File: config.mk
export PLATFORM = sky130hd
export DESIGN_NAME = fwd_hazard_unit_flat
export DESIGN_NICKNAME = d
export VERILOG_FILES = /design/src/rtl/fwd_hazard_unit_pkg.sv /design/src/rtl/fwd_hazard_unit_if.sv /design/src/rtl/fwd_hazard_unit_select.sv /design/src/rtl/fwd_hazard_unit.sv /design/src/flat_wrapper.sv
export SDC_FILE = /design/constraint.sdc
export NUM_CORES = 1
export LEC_CHECK = 0
export CAP_MARGIN = 5
export CORE_MARGIN = 1
export CORE_UTILIZATION = 30
export CTS_CLUSTER_SIZE = 8
export DETAILED_ROUTE_END_ITERATION = 10
export PLACE_DENSITY = 0.61
export SLEW_MARGIN = 20
export SYNTH_ARGS = -nofsm -noshare
export SYNTH_HDL_FRONTEND = slang
export SYNTH_SLANG_ARGS = --single-unit
File: constraint.sdc
create_clock -name Clock -period 2 [get_ports Clock]
set_input_delay 0.4 -clock Clock [delete_from_list [all_inputs] [get_ports Clock]]
set_output_delay 0.4 -clock Clock [all_outputs]
set_load 0.05 [all_outputs]
File: src/rtl/fwd_hazard_unit_pkg.sv
// Shared types for the decode-side forwarding / hazard unit:
// forwarding select encodings, register index width and the in-flight slot.
package fwd_hazard_unit_pkg;

  // Register index width used by every file of this block
  localparam int REG_AW = 5;

  // Width of the HI/LO busy counter (MDU_LATENCY range 1..15)
  localparam int MDU_CW = 4;

  // Operand source selected by the EX-stage forwarding mux
  typedef enum logic [1:0] {
    FW_RF    = 2'd0,  // register file value
    FW_MEM   = 2'd1,  // ALU result now in MEM
    FW_WB    = 2'd2,  // value now in WB
    FW_MEMRD = 2'd3   // read data produced this cycle in MEM
  } fw_sel_e;

  // One in-flight instruction as seen by the hazard logic
  typedef struct packed {
    logic              valid;
    logic [REG_AW-1:0] dest;
    logic              regwrite;
    logic              memread;
  } slot_t;

  // A slot produces register r; register 0 is never a producer
  function automatic logic slot_match(input slot_t s, input logic [REG_AW-1:0] r);
    return s.valid && s.regwrite && (s.dest != {REG_AW{1'b0}}) && (s.dest == r);
  endfunction

endpackage

File: src/rtl/fwd_hazard_unit_if.sv
// Decode-stage bundle between the ID stage and the forwarding/hazard unit.
// master = ID stage side, slave = fwd_hazard_unit.
interface fwd_hazard_unit_if;
  import fwd_hazard_unit_pkg::*;

  logic              ID_Valid;
  logic [REG_AW-1:0] ID_Rs;
  logic [REG_AW-1:0] ID_Rt;
  logic              ID_UsesRs;
  logic              ID_UsesRt;
  logic [REG_AW-1:0] ID_RegDest;
  logic              ID_RegWrite;
  logic              ID_MemRead;
  logic              ID_IsMulDiv;
  logic              ID_ReadsHiLo;
  logic              Flush;
  logic              Stall;
  logic [1:0]        FWMuxAControl;
  logic [1:0]        FWMuxBControl;
  logic              MDUBusy;

  modport master (
    output ID_Valid, ID_Rs, ID_Rt, ID_UsesRs, ID_UsesRt, ID_RegDest,
    output ID_RegWrite, ID_MemRead, ID_IsMulDiv, ID_ReadsHiLo, Flush,
    input  Stall, FWMuxAControl, FWMuxBControl, MDUBusy
  );

  modport slave (
    input  ID_Valid, ID_Rs, ID_Rt, ID_UsesRs, ID_UsesRt, ID_RegDest,
    input  ID_RegWrite, ID_MemRead, ID_IsMulDiv, ID_ReadsHiLo, Flush,
    output Stall, FWMuxAControl, FWMuxBControl, MDUBusy
  );

endinterface

File: src/rtl/fwd_hazard_unit_select.sv
// Forwarding select for one source operand: compares the source index with
// the EX and MEM in-flight slots; the younger (EX) producer wins.
module fwd_select
  import fwd_hazard_unit_pkg::*;
(
  input  logic [REG_AW-1:0] src,
  input  logic              use_src,
  input  slot_t             ex_slot,
  input  slot_t             mem_slot,
  output fw_sel_e           sel
);

  // A load already in MEM delivers through the WB path, so its memread
  // flag does not alter the select.
  logic mem_memread_unused_s;
  assign mem_memread_unused_s = mem_slot.memread;

  // Priority comparator: EX match first, then MEM, else register file
  always_comb begin
    sel = FW_RF;
    if (!use_src) begin
      sel = FW_RF;
    end else if (slot_match(ex_slot, src)) begin
      if (ex_slot.memread) begin
        sel = FW_MEMRD;
      end else begin
        sel = FW_MEM;
      end
    end else if (slot_match(mem_slot, src)) begin
      sel = FW_WB;
    end else begin
      sel = FW_RF;
    end
  end

endmodule

File: src/rtl/fwd_hazard_unit.sv
// Decode-side forwarding and hazard unit.
// Tracks destinations of instructions in EX and MEM, registers the EX
// forwarding selects, and raises the ID stall for load-use and HI/LO hazards.
// Build option: FWD_MEMREAD_EN -- when defined, a load result is forwarded
// straight from MEM read data (select 3) and load-use never stalls.
module fwd_hazard_unit
  import fwd_hazard_unit_pkg::*;
#(
  parameter int MDU_LATENCY = 4
) (
  input  logic             Clock,
  input  logic             Reset,
  fwd_hazard_unit_if.slave bus
);

  localparam logic [MDU_CW-1:0] MDU_LOAD = MDU_CW'(MDU_LATENCY);

  slot_t             ex_r;
  slot_t             mem_r;
  fw_sel_e           fwa_r;
  fw_sel_e           fwb_r;
  logic [MDU_CW-1:0] mdu_cnt_r;

  slot_t   id_slot_s;
  fw_sel_e sel_a_s;
  fw_sel_e sel_b_s;
  logic    mdu_busy_s;
  logic    load_use_s;
  logic    hilo_hazard_s;
  logic    stall_s;
  logic    advance_s;

  fwd_select u_sel_a (
    .src      (bus.ID_Rs),
    .use_src  (bus.ID_UsesRs),
    .ex_slot  (ex_r),
    .mem_slot (mem_r),
    .sel      (sel_a_s)
  );

  fwd_select u_sel_b (
    .src      (bus.ID_Rt),
    .use_src  (bus.ID_UsesRt),
    .ex_slot  (ex_r),
    .mem_slot (mem_r),
    .sel      (sel_b_s)
  );

  // Hazard detection, stall and advance decision for the ID instruction
  always_comb begin
    mdu_busy_s    = 1'b0;
    load_use_s    = 1'b0;
    hilo_hazard_s = 1'b0;
    stall_s       = 1'b0;
    advance_s     = 1'b0;
    id_slot_s     = '{valid: 1'b1, dest: bus.ID_RegDest,
                      regwrite: bus.ID_RegWrite, memread: bus.ID_MemRead};

    mdu_busy_s = (mdu_cnt_r != {MDU_CW{1'b0}});
`ifdef FWD_MEMREAD_EN
    load_use_s = 1'b0;
`else
    // Select 3 means the producer is a load still in EX: data is not ready
    load_use_s = (sel_a_s == FW_MEMRD) || (sel_b_s == FW_MEMRD);
`endif
    hilo_hazard_s = mdu_busy_s && (bus.ID_ReadsHiLo || bus.ID_IsMulDiv);

    // Flush kills the ID instruction, so it can never be held
    if (bus.ID_Valid && !bus.Flush) begin
      stall_s = load_use_s || hilo_hazard_s;
    end else begin
      stall_s = 1'b0;
    end
    advance_s = bus.ID_Valid && !stall_s && !bus.Flush;
  end

  // In-flight slots: MEM follows EX; EX takes the ID instruction or a bubble
  always_ff @(posedge Clock or negedge Reset) begin
    if (!Reset) begin
      ex_r  <= '{valid: 1'b0, dest: {REG_AW{1'b0}}, regwrite: 1'b0, memread: 1'b0};
      mem_r <= '{valid: 1'b0, dest: {REG_AW{1'b0}}, regwrite: 1'b0, memread: 1'b0};
    end else begin
      mem_r <= ex_r;
      if (advance_s) begin
        ex_r <= id_slot_s;
      end else begin
        ex_r <= '{valid: 1'b0, dest: {REG_AW{1'b0}}, regwrite: 1'b0, memread: 1'b0};
      end
    end
  end

  // Forwarding selects travel with the instruction into EX; bubbles get RF
  always_ff @(posedge Clock or negedge Reset) begin
    if (!Reset) begin
      fwa_r <= FW_RF;
      fwb_r <= FW_RF;
    end else if (advance_s) begin
      fwa_r <= sel_a_s;
      fwb_r <= sel_b_s;
    end else begin
      fwa_r <= FW_RF;
      fwb_r <= FW_RF;
    end
  end

  // HI/LO availability countdown, restarted by each issued mult/div
  always_ff @(posedge Clock or negedge Reset) begin
    if (!Reset) begin
      mdu_cnt_r <= {MDU_CW{1'b0}};
    end else if (advance_s && bus.ID_IsMulDiv) begin
      mdu_cnt_r <= MDU_LOAD;
    end else if (mdu_cnt_r != {MDU_CW{1'b0}}) begin
      mdu_cnt_r <= mdu_cnt_r - {{(MDU_CW-1){1'b0}}, 1'b1};
    end else begin
      mdu_cnt_r <= {MDU_CW{1'b0}};
    end
  end

  assign bus.Stall         = stall_s;
  assign bus.MDUBusy       = mdu_busy_s;
  assign bus.FWMuxAControl = fwa_r;
  assign bus.FWMuxBControl = fwb_r;

endmodule
File: src/flat_wrapper.sv
// flat-port wrapper written by rule: the top's interface ports become plain ports
module fwd_hazard_unit_flat import fwd_hazard_unit_pkg::*;
#(
  parameter int MDU_LATENCY = 4
)
  (Clock, Reset, bus_ID_Valid, bus_ID_Rs, bus_ID_Rt, bus_ID_UsesRs, bus_ID_UsesRt, bus_ID_RegDest, bus_ID_RegWrite, bus_ID_MemRead, bus_ID_IsMulDiv, bus_ID_ReadsHiLo, bus_Flush, bus_Stall, bus_FWMuxAControl, bus_FWMuxBControl, bus_MDUBusy);
  fwd_hazard_unit_if bus_i ();
  input  logic Clock;
  input  logic Reset;
  input wire logic [$bits(bus_i.ID_Valid)-1:0] bus_ID_Valid;
  input wire logic [$bits(bus_i.ID_Rs)-1:0] bus_ID_Rs;
  input wire logic [$bits(bus_i.ID_Rt)-1:0] bus_ID_Rt;
  input wire logic [$bits(bus_i.ID_UsesRs)-1:0] bus_ID_UsesRs;
  input wire logic [$bits(bus_i.ID_UsesRt)-1:0] bus_ID_UsesRt;
  input wire logic [$bits(bus_i.ID_RegDest)-1:0] bus_ID_RegDest;
  input wire logic [$bits(bus_i.ID_RegWrite)-1:0] bus_ID_RegWrite;
  input wire logic [$bits(bus_i.ID_MemRead)-1:0] bus_ID_MemRead;
  input wire logic [$bits(bus_i.ID_IsMulDiv)-1:0] bus_ID_IsMulDiv;
  input wire logic [$bits(bus_i.ID_ReadsHiLo)-1:0] bus_ID_ReadsHiLo;
  input wire logic [$bits(bus_i.Flush)-1:0] bus_Flush;
  output wire logic [$bits(bus_i.Stall)-1:0] bus_Stall;
  output wire logic [$bits(bus_i.FWMuxAControl)-1:0] bus_FWMuxAControl;
  output wire logic [$bits(bus_i.FWMuxBControl)-1:0] bus_FWMuxBControl;
  output wire logic [$bits(bus_i.MDUBusy)-1:0] bus_MDUBusy;
  assign bus_i.ID_Valid = bus_ID_Valid;
  assign bus_i.ID_Rs = bus_ID_Rs;
  assign bus_i.ID_Rt = bus_ID_Rt;
  assign bus_i.ID_UsesRs = bus_ID_UsesRs;
  assign bus_i.ID_UsesRt = bus_ID_UsesRt;
  assign bus_i.ID_RegDest = bus_ID_RegDest;
  assign bus_i.ID_RegWrite = bus_ID_RegWrite;
  assign bus_i.ID_MemRead = bus_ID_MemRead;
  assign bus_i.ID_IsMulDiv = bus_ID_IsMulDiv;
  assign bus_i.ID_ReadsHiLo = bus_ID_ReadsHiLo;
  assign bus_i.Flush = bus_Flush;
  assign bus_Stall = bus_i.Stall;
  assign bus_FWMuxAControl = bus_i.FWMuxAControl;
  assign bus_FWMuxBControl = bus_i.FWMuxBControl;
  assign bus_MDUBusy = bus_i.MDUBusy;
  fwd_hazard_unit #(.MDU_LATENCY(MDU_LATENCY)) u_core (.Clock(Clock), .Reset(Reset), .bus(bus_i));
endmodule
==> impl_results.md <==
* Clk slew on worst S/H paths at roughly 0.080 ns
* Worst Slack Setup Final at -0.306 ns
* Filler cells at about 350
* Antenna violations before repair at 0
* Crit path launch: u_core.ex_r[2]
* Clock Power Share at between 20% and 30%
* Gpl congestion at 0.753
* Initial Util at about a third
* CTS Hold Bufs at 0
* Final setup skew at between 0.004 and 0.005 ns
* Core Util, Final at between 40% and 50%
* R2R setup slack at -0.22 ns
* Reg2Reg Depth at 10
* Hold Crit Depth at 0
* Syn. warnings at 0
* Period minus WS final at around 2.3 ns
* Area delta synth->final at 56.0%
* Setup crit start kind: flip-flop
* Internal power at 0.000942 W
* CP cell instances: buf_4 > or4_4 > nor2_4 > nor2_2 > o211a_4 > o21a_4 > buf_12
* ANT nets after route at 0
* Synthesized area at between 1000 and 1500 um^2
* Ports at 31
* Via density at 4.41
* Synth cell types at 30
* Slowest-stage cell, CP: or4_4
* # setup viols final at 3
* Peak VDD IR at between 300 and 400 uV
* Die footprint at approximately 4200 um^2
* Syn_area_per_cell at 12.0 um^2
* Switching Power at 0.000427 W
* CP Capture Type: primary output
* RSZ-0062 raised after global routing: true
* Slew Limit Headroom at around two thirds
* Worst Max-Slew Pin Slew at around 0.5 ns
* TritonCTS clock tree: yes
* Core box area at roughly 3700 um^2
* Footprint of the multi-input gates at ~640 um^2
* Fin cells at ~200
* FMAX at between 400 and 500 MHz
* Placed Cells at between 150 and 200
* Sw Share at ~31%
* Worst Setup EP: bus_Stall
* Post-route DRC at 0
* Die H at between 60 and 70 um
* Syn Nets at 124
* Clk buf depth at 2
* Status: finished, violations left
* Worst hold margin at a little under 0.4 ns
* CP max FO at 2
* Worst EP arrival at approximately 1.9 ns
* Final Hold Fails at 0
* Sequential power share at 42.4%
* Cell taking the most area after synthesis: dfrtp_1
* I/O Buffers at 30
* Yosys top cell area share at between 40% and 50%
* Hold Crit Class: reg2reg
* Clock root buffer: clkbuf_8
* Drt initial violations at 23
* Post-Syn Instances at ~100
* Vias at 899
* First-pass GRT wire length at between 4000 and 5000 um
* H-tree depth at 1
* Fraction of layout cells with a size suffix above 1 at ~36%
* Clock buffer count from CTS at 3
* Kind of critical path: reg2out
* MaxCap Viol Count at 0
* Final period utilization at 115%
* Reg-to-Reg Start: u_core.ex_r[3]
* Avg WL per Cell at roughly 13 um
* WP data required at about 1.6 ns
* Setup TNS at -0.550 ns
* Congestion Overflow GR at 0
* Nets at approximately 180
* Clock sinks at 23
* Pwr per Cell Area at ~740 nW/um^2
* Final WL at ~2600 um
* Initial DRT Pass Iterations at 3
* FP Rows at 22
* Tot GR Track Use at ~14%
* Largest stage delay on the critical path at 0.49 ns
* Top post-synthesis cells by area: dfrtp_1 (49%), xnor2_1 (11%), nor3b_2 (7.4%), nor4b_2 (3.8%), xor2_1 (3.7%)
* Comb pwr share at a little over a third
* Ant. Diodes at 0
* Clk Latency, worst-skew pair at about 0.27 ns
* Register area at roughly 580 um^2
* Chip width at 64.6 um
* Reg-to-reg endpoint: u_core.bus.FWMuxBControl[1]
* Number of global-route vias before repair at just under 1000
* Dpl ws at -0.313 ns
* Failing checks: setup timing
* Largest net degree at the start of global routing at 24
* DP HPWL at slightly below 2000 um
* Sequential share of the synthesized area at 48.9%
* P_leak at roughly 0.81 nW
* Flops & latches, synth at 23
* Fin. max-slew vios at 0
-- power by group through the flow --
stage	Combinational (W)	Clock, W	Sequential [W]
6_report	0.000500	0.000289	0.000580
5_1_grt	0.000551	0.000323	0.000590
4_1_cts	0.000489	0.000304	0.000580
3_5_place_dp	0.000459	0	0.000582
3_3_place_gp	0.000444	0	0.000576
2_1_floorplan	0.000254	0	0.000571
-- timing repair --
action                                  CTS  global route
gates resized for setup                  12             6
pin swaps                                 4             3
buffers inserted                          3             1
endpoints found under the setup margin    1             4
gates cloned                              0             0
-- registers in the layout, summed over array words and instances, names as in the netlist --
name                      count
u_core.ex_r                   8
u_core.mem_r                  7
u_core.mdu_cnt_r              4
u_core.bus.FWMuxAControl      2
u_core.bus.FWMuxBControl      2
-- worst max-delay path, delay by kind of cell, from the launching register on --
family                 cells  cell delay [ns]
flip-flops                 1             0.38
AND/OR/NAND/NOR            3             0.65
buffers and inverters      2             0.27
AO/OA/AOI/OAI              2             0.34
-- worst min path at each step --
stage,startpoint,endpoint
4_1_cts,u_core.ex_r[7],u_core.mem_r[7]
5_1_grt,u_core.ex_r[7],u_core.mem_r[7]
3_5_place_dp,u_core.ex_r[7],u_core.mem_r[7]
3_3_place_gp,u_core.ex_r[7],u_core.mem_r[7]
2_1_floorplan,Reset,u_core.bus.FWMuxAControl[0]
6_report,u_core.ex_r[7],u_core.mem_r[7]
-- placed cells by master, fill, tap and decap left out, types with 2 or more instances in the layout --
cell,instances
clkdlybuf4s50_1,24
xnor2_2,2
nor2b_1,2
buf_4,26
nor4_1,2
nor3b_2,8
xnor2_1,13
mux2i_1,2
dlygate4sd2_1,4
nand2_1,3
inv_1,3
clkbuf_8,3
nand4_1,4
o21ai_1,2
xor2_1,4
dfrtp_1,23
nor4b_2,3
nor2_1,5
-- routing by layer --
layer	global-route usage, %	part of all wire, %	up-vias
met4	8.33	2.5	0
met5	0	0	-
met3	1.58	2.7	5
met1	17.7	42	424
li1	-	-	454
met2	24.5	53	16
-- cells in the mapped netlist --
cell / count
nor4b_2: 3
xnor2_1: 15
nor3b_1: 1
and2_0: 1
ha_1: 1
o21ai_1: 1
nor2b_1: 4
mux2i_1: 2
or3_1: 1
o21a_1: 1
nor3_1: 1
nor2_2: 1
nand2_1: 3
o211a_4: 1
a21o_1: 1
nor3b_2: 7
nand4_1: 4
nor2_1: 6
or4b_4: 1
buf_6: 1
or4_1: 2
nand3_1: 1
o21ai_0: 1
nor4_1: 3
inv_1: 4
a21oi_1: 1
buf_4: 1
xor2_1: 5
and4bb_2: 1
dfrtp_1: 23
-- cells by family after synthesis --
family                     count (synthesis)  share of synthesized area, %
buffers and inverters                      6                          2.87
DFF                                       23                          48.9
adders and majority gates                  1                          1.06
muxes                                      2                          1.70
xor gates and xnor gates                  20                          14.9
AOI/OAI and AO/OA                          6                          4.04
and+or+nand+nor                           40                          26.6
-- area by class of cell --
cell class / count / area share (%)
clock buffers: 4 / 2.45
inverters: 4 / 0.817
multi-input cells: 69 / 34.8
flip-flops and latches: 23 / 31.3
well taps: 48 / 3.27
repair buffers: 56 / 27.3
-- per-stage QoR --
stage	power, W	area [um^2]
floorplan	0.000825	1180
global placement	0.00102	1700
detailed placement	0.00104	1700
CTS	0.00137	1790
global route	0.00146	1840
finish	0.00137	1840
No activity file was read; power rests on OpenSTA's default activity.
